[src/rtl/seq_multiplier_pkg.sv]
// Shared definitions for the sequential shift-and-add multiplier:
// FSM state encoding and the counter-width helper.
package seq_multiplier_pkg;

    typedef enum logic [1:0] {
        ST_IDLE = 2'd0,
        ST_RUN  = 2'd1,
        ST_DONE = 2'd2
    } state_t;

    // Smallest r with 2**r >= value; used for the iteration counter width.
    function automatic int clog2(input int value);
        int r;
        for (r = 0; (32'sd1 <<< r) < value; r++) begin
        end
        return r;
    endfunction

endpackage

[src/rtl/seq_multiplier_cond_adder.sv]
// Conditional partial-product adder: S = EN ? A + B : B.
module cond_adder #(
    parameter int W = 8
) (
    input  logic [W-1:0] A,
    input  logic [W-1:0] B,
    input  logic         EN,
    output logic [W-1:0] S
);

    assign S = EN ? (A + B) : B;

endmodule

[src/rtl/seq_multiplier.sv]
// Sequential shift-and-add multiplier, unsigned or two's-complement per operation,
// one partial product per clock with Start/Busy/Done handshake and optional early exit.
module seq_multiplier
    import seq_multiplier_pkg::*;
#(
    parameter int WIDTH      = 4,
    parameter int EARLY_EXIT = 0
) (
    input  logic               Clk,
    input  logic               Reset,
    input  logic               Start,
    input  logic               Signed,
    input  logic [WIDTH-1:0]   Xin,
    input  logic [WIDTH-1:0]   Yin,
    output logic               Busy,
    output logic               Done,
    output logic [2*WIDTH-1:0] M
);

    localparam int PW = 2 * WIDTH;
    localparam int CW = clog2(WIDTH);

    state_t          r_state;
    logic [CW-1:0]   r_cnt;
    logic [PW-1:0]   r_x;
    logic [WIDTH-1:0] r_y;
    logic [PW-1:0]   r_acc;
    logic            r_sign;
    logic [PW-1:0]   r_m;
    logic            r_busy;
    logic            r_done;

    logic [WIDTH-1:0] w_xin_mag;
    logic [WIDTH-1:0] w_yin_mag;
    logic [PW-1:0]    w_acc_next;
    logic [PW-1:0]    w_prod;
    logic             w_last;

    // |-2^(W-1)| wraps to the same bit pattern, which is the correct unsigned magnitude.
    assign w_xin_mag = (Signed && Xin[WIDTH-1]) ? (-Xin) : Xin;
    assign w_yin_mag = (Signed && Yin[WIDTH-1]) ? (-Yin) : Yin;

    cond_adder #(.W(PW)) u_cond_adder (
        .A  (r_x),
        .B  (r_acc),
        .EN (r_y[0]),
        .S  (w_acc_next)
    );

    assign w_last = (r_cnt == CW'(WIDTH - 1)) ||
                    ((EARLY_EXIT != 0) && (r_y[WIDTH-1:1] == '0));
    assign w_prod = r_sign ? (-w_acc_next) : w_acc_next;

    assign Busy = r_busy;
    assign Done = r_done;
    assign M    = r_m;

    // Control FSM, shift/accumulate datapath and result register.
    always_ff @(posedge Clk) begin
        if (Reset) begin
            r_state <= ST_IDLE;
            r_cnt   <= '0;
            r_x     <= '0;
            r_y     <= '0;
            r_acc   <= '0;
            r_sign  <= 1'b0;
            r_m     <= '0;
            r_busy  <= 1'b0;
            r_done  <= 1'b0;
        end else begin
            case (r_state)
                ST_IDLE, ST_DONE: begin
                    if (Start) begin
                        r_state <= ST_RUN;
                        r_sign  <= Signed & (Xin[WIDTH-1] ^ Yin[WIDTH-1]);
                        r_x     <= {{WIDTH{1'b0}}, w_xin_mag};
                        r_y     <= w_yin_mag;
                        r_acc   <= '0;
                        r_cnt   <= '0;
                        r_busy  <= 1'b1;
                        r_done  <= 1'b0;
                    end else begin
                        r_state <= ST_IDLE;
                        r_busy  <= 1'b0;
                        r_done  <= 1'b0;
                    end
                end
                ST_RUN: begin
                    r_acc <= w_acc_next;
                    r_x   <= r_x << 1;
                    r_y   <= r_y >> 1;
                    r_cnt <= r_cnt + CW'(1);
                    if (w_last) begin
                        r_m     <= w_prod;
                        r_state <= ST_DONE;
                        r_busy  <= 1'b0;
                        r_done  <= 1'b1;
                    end else begin
                        r_state <= ST_RUN;
                        r_busy  <= 1'b1;
                        r_done  <= 1'b0;
                    end
                end
                default: begin
                    r_state <= ST_IDLE;
                    r_busy  <= 1'b0;
                    r_done  <= 1'b0;
                end
            endcase
        end
    end

endmodule

[config.mk]
export PLATFORM = sky130hd
export DESIGN_NAME = seq_multiplier
export DESIGN_NICKNAME = d
export VERILOG_FILES = /design/src/rtl/seq_multiplier_pkg.sv /design/src/rtl/seq_multiplier_cond_adder.sv /design/src/rtl/seq_multiplier.sv
export SDC_FILE = /design/constraint.sdc
export NUM_CORES = 1
export LEC_CHECK = 0
export CORE_ASPECT_RATIO = 1.2
export CORE_MARGIN = 3
export CORE_UTILIZATION = 60
export DETAILED_ROUTE_END_ITERATION = 7
export MAX_ROUTING_LAYER = met4
export PLACE_DENSITY = 0.85
export SKIP_LAST_GASP = 1
export SYNTH_ARGS = -nofsm -noshare
export SYNTH_HDL_FRONTEND = slang
export SYNTH_HIERARCHICAL = 1
export SYNTH_SLANG_ARGS = --single-unit
export TNS_END_PERCENT = 50
[constraint.sdc]
create_clock -name Clk -period 8.3 [get_ports Clk]
set_input_delay 2.075 -clock Clk [delete_from_list [all_inputs] [get_ports Clk]]
set_output_delay 2.075 -clock Clk [all_outputs]
set_load 0.05 [all_outputs]
==> flow_results.org <==
** Power
- Dividing total power by cell area gives a power density of 136 mW/mm^2.
- In this run the static leakage power is 0.817 nW.
- Across the VDD grid, the largest voltage drop is 0.125 mV.

** Drt
- For this run, design rule violations remaining after detail routing come to 0.
- Final wirelength :: 4.00 mm
- Dividing the detail-routed wire length by the instance count gives 14.8 um.
- Iteration count of the initial detailed-routing pass :: 5
- The detailed router finished its first iteration with 78 violations.
- Vias/cell :: 6.20
- The count of nets left with antenna violations once routing finished came out at 0.
- Across all layers, the routed design uses 1675 vias.

** Clocking
- Gates resized during post-CTS repair numbered 0.
- CTS placed an instance of sky130_fd_sc_hd__clkbuf_4 at the clock tree root.
- Clock tree from TritonCTS :: done
- CTS clk-pin slew, worst paths :: 0.09 ns
- Depth of the CTS H-tree :: 2
- CTS sink cnt :: 34
- No sink is reached through more buffers than the 2 on the longest clock path.
- CTS hold repair buffers :: 0
- Counting the buffers created by CTS gives 5.
- The clock reaches the later pin of the worst-skew pair after 0.33 ns.
- Number of post-CTS setup repair buffers :: 0

** Layout
- Fin nets :: 260
- The sequential cells in the finished layout cover a total of 681 um^2.
- 0 antenna diodes ended up in the layout.
- The area growth from synthesis to layout is 12.9%.
- Fraction of layout instances using a drive strength above 1 :: 0.0636
- For this run, the share of the core covered by cells in the final layout is 0.740.
- Number of fill cells in the layout :: 214
- In the final layout, the multi-input gates occupy 0.00113 mm^2.

** Placed design
- At the end of routability-driven placement, the weighted congestion stood at 0.847.
- Number of buffers added on ports :: 21
- Detailed placement HPWL :: 3.08 mm

** Global route
- The via count of the first global-routing pass came to 1501.
- Entering global routing, the biggest net connects 35 pins.
- Grt ovf :: 0
- Global-route wire length before repair :: 6.69 mm
- Number of antenna violations at the first check in global routing :: 0
- For this run, the total global-route usage over all layers was measured as 0.227.

** Die
- In this run the standard cell core region covers 0.00292 mm^2.
- The floorplan step defined a die boundary enclosing 0.00390 mm^2.
- Initial Util :: 0.655
- Chip Height :: 67.8 um
- Chip Width :: 57.5 um
- 22 I/O pins were placed.
- Number of rows created at floorplan :: 21

** Setup path
- On the worst path, the slowest cell contributes a delay of 0.57 ns.
- Critical path type :: in2reg
- Counting both buffers and inverters, the worst setup path holds a total of 2.
- For the worst setup path, the data arrival time is 3.80 ns.
- The largest individual stage delay along the critical path comes from the cell sky130_fd_sc_hd__nor2b_1.
- Kind of start point of the critical path :: input pin
- Critical Path, Cell by Cell :: clkdlybuf4s50_1 -> nor2b_1 -> nor2_1 -> buf_4 -> a22oi_1 -> a21oi_1
- Data on the critical path is required at its endpoint by 8.46 ns.
- CP Capture Type :: flop
- On the critical path the largest part of the delay comes from simple AND/OR/NAND/NOR gates.
- Top fanout value on the critical path :: 19

** Synth
- The average instance in the mapped netlist occupies 8.68 um^2.
- In this run, synthesis produced a sequential element count of 34.
- For this run, the leading register cell type out of synthesis is sky130_fd_sc_hd__dfxtp_1.
- Synthesis produced a netlist whose cell count is 220.
- Net count of the mapped netlist :: 244
- Part of the Yosys area used for sequential elements :: 0.356
- In this run, distinct cell masters in the synthesized netlist total 44.
- Counting flops with an async set or reset pin after synthesis yields a share of 0.
- Cell Area, Synth :: 0.00191 mm^2
- Number of enable-type register cells in the synthesized netlist :: 0
- Yosys warning count :: 6

** Min path
- The worst hold path belongs to the class reg2reg.

** Timing
- Actual slew at the worst max-slew pin :: 1.14 ns
- The number of hold violations in the final report came to 0.
- Pins Over Slew Limit :: 0
- Setup violations remaining at the end of the flow were counted as 0.
- Worst setup skew after layout :: 0.0106 ns
- Time the worst path needs with I/O delays and setup :: 3.65 ns
- Final period util :: 0.439
- Fmax :: 0.274 GHz
- Headroom to the max-slew limit came out at 0.235.
- Final TNS setup :: 0 ns
- Setup repair after global routing left no endpoint under its margin.

** Status
- Run status :: finished clean

** Flow run
- Max-capacitance violation count :: 0
## metrics by stage
stage / hold WS (ns) / instance area, um^2 / setup slack (ns) / power, mW / std cells
final: 0.479 / 2160 / 4.65 / 0.294 / 270
after global routing: 0.519 / 2160 / 4.47 / 0.308 / 270
after CTS: 0.482 / 2160 / 4.66 / 0.295 / 270
after detailed placement: 0.469 / 2110 / 4.33 / 0.216 / 263
after global placement: 0.446 / 2110 / 4.43 / 0.213 / 263
after floorplan: 0.449 / 1910 / 5.32 / 0.203 / 220
## final cells by class
cell class,instances,share of cell area
multi-input combinational,161,0.522
timing repair buffer,22,0.101
tap,34,0.0197
sequential,34,0.316
inverter,12,0.0209
clock buffer,7,0.0209
## final timing paths
check	startpoint	endpoint	slack [ns]	cells past startpoint
worst max-delay path	Start	r_x[3]	4.65	6
worst min-delay path	M[0]	M[0]	0.48	2
worst max register to register	r_x[0]	M[7]	5.35	11
worst min register to register	M[0]	M[0]	0.48	2
## cells in the mapped netlist (6+ instances only)
cell	n	share of area
sky130_fd_sc_hd__nor2_1	31	0.061
sky130_fd_sc_hd__xor2_1	6	0.028
sky130_fd_sc_hd__o21ai_1	6	0.016
sky130_fd_sc_hd__ha_1	11	0.072
sky130_fd_sc_hd__a21oi_1	12	0.031
sky130_fd_sc_hd__a211oi_1	9	0.035
sky130_fd_sc_hd__inv_1	11	0.022
sky130_fd_sc_hd__a22oi_1	20	0.079
sky130_fd_sc_hd__dfxtp_1	34	0.36
sky130_fd_sc_hd__nand2_1	13	0.026
sky130_fd_sc_hd__clkbuf_1	10	0.020
## power by group
| part | switching (mW) | internal, mW | total (mW) |
|---|---|---|---|
| clock | 0.0502 | 0.0319 | 0.0821 |
| sequential | 0.00466 | 0.167 | 0.172 |
| combinational | 0.0233 | 0.0170 | 0.0403 |
| total | 0.0781 | 0.216 | 0.294 |
## layer usage
metal  up-vias  wire length [um]  track usage
li1        829                 -            -
met1       799              1760        0.275
met2        42              2010        0.371
met3         5               199       0.0547
met4         0                32       0.0754
met5         -                 0            -
## cells by family after synthesis
family	Yosys count	synth area share
fa+ha+maj	12	0.0825
flops	34	0.356
simple gates	61	0.143
buf+inv	25	0.0544
compound gates	70	0.270
mux	8	0.0471
xor+xnor	10	0.0458
## sequential cells by signal, summed over array words and instances, names as in the netlist
| name | count |
|---|---|
| M | 8 |
| r_acc | 8 |
| r_x | 8 |
| r_y | 4 |
| r_cnt | 2 |
| r_state | 2 |
| Done | 1 |
| r_sign | 1 |
## worst register-to-register path, stage by stage, from the launching register on
cell and delay [ns]:
sky130_fd_sc_hd__dfxtp_1 0.38, sky130_fd_sc_hd__ha_1 0.24, sky130_fd_sc_hd__inv_1 0.07, sky130_fd_sc_hd__fa_1 0.40
sky130_fd_sc_hd__nor2b_1 0.18, sky130_fd_sc_hd__o31a_1 0.17, sky130_fd_sc_hd__a211oi_1 0.07, sky130_fd_sc_hd__a21o_1 0.23
sky130_fd_sc_hd__or4_4 0.55, sky130_fd_sc_hd__o41ai_4 0.23, sky130_fd_sc_hd__xor2_1 0.18, sky130_fd_sc_hd__a211oi_1 0.08
## layout by cell type (no fill, tap or decap), types with 2 or more instances in the layout
cell type                          n
sky130_fd_sc_hd__mux2i_1           3
sky130_fd_sc_hd__clkbuf_4          5
sky130_fd_sc_hd__ha_1             11
sky130_fd_sc_hd__nand3_1           2
sky130_fd_sc_hd__o31a_1            2
sky130_fd_sc_hd__a21oi_1          12
sky130_fd_sc_hd__dfxtp_1          34
sky130_fd_sc_hd__a211oi_1          9
sky130_fd_sc_hd__a21o_1            3
sky130_fd_sc_hd__nor2b_1           3
sky130_fd_sc_hd__mux2_2            4
sky130_fd_sc_hd__o21bai_1          2
sky130_fd_sc_hd__o31ai_1           3
sky130_fd_sc_hd__nand2b_1          2
sky130_fd_sc_hd__clkbuf_1          2
sky130_fd_sc_hd__nor3_1            4
sky130_fd_sc_hd__o21ai_1           6
sky130_fd_sc_hd__clkdlybuf4s50_1  21
sky130_fd_sc_hd__xnor2_1           4
sky130_fd_sc_hd__xor2_1            6
sky130_fd_sc_hd__nand2_1          13
sky130_fd_sc_hd__a22oi_1          20
sky130_fd_sc_hd__nor2_1           31
sky130_fd_sc_hd__inv_1            11
sky130_fd_sc_hd__o21a_1            3
(Power assumes the default switching activity.)
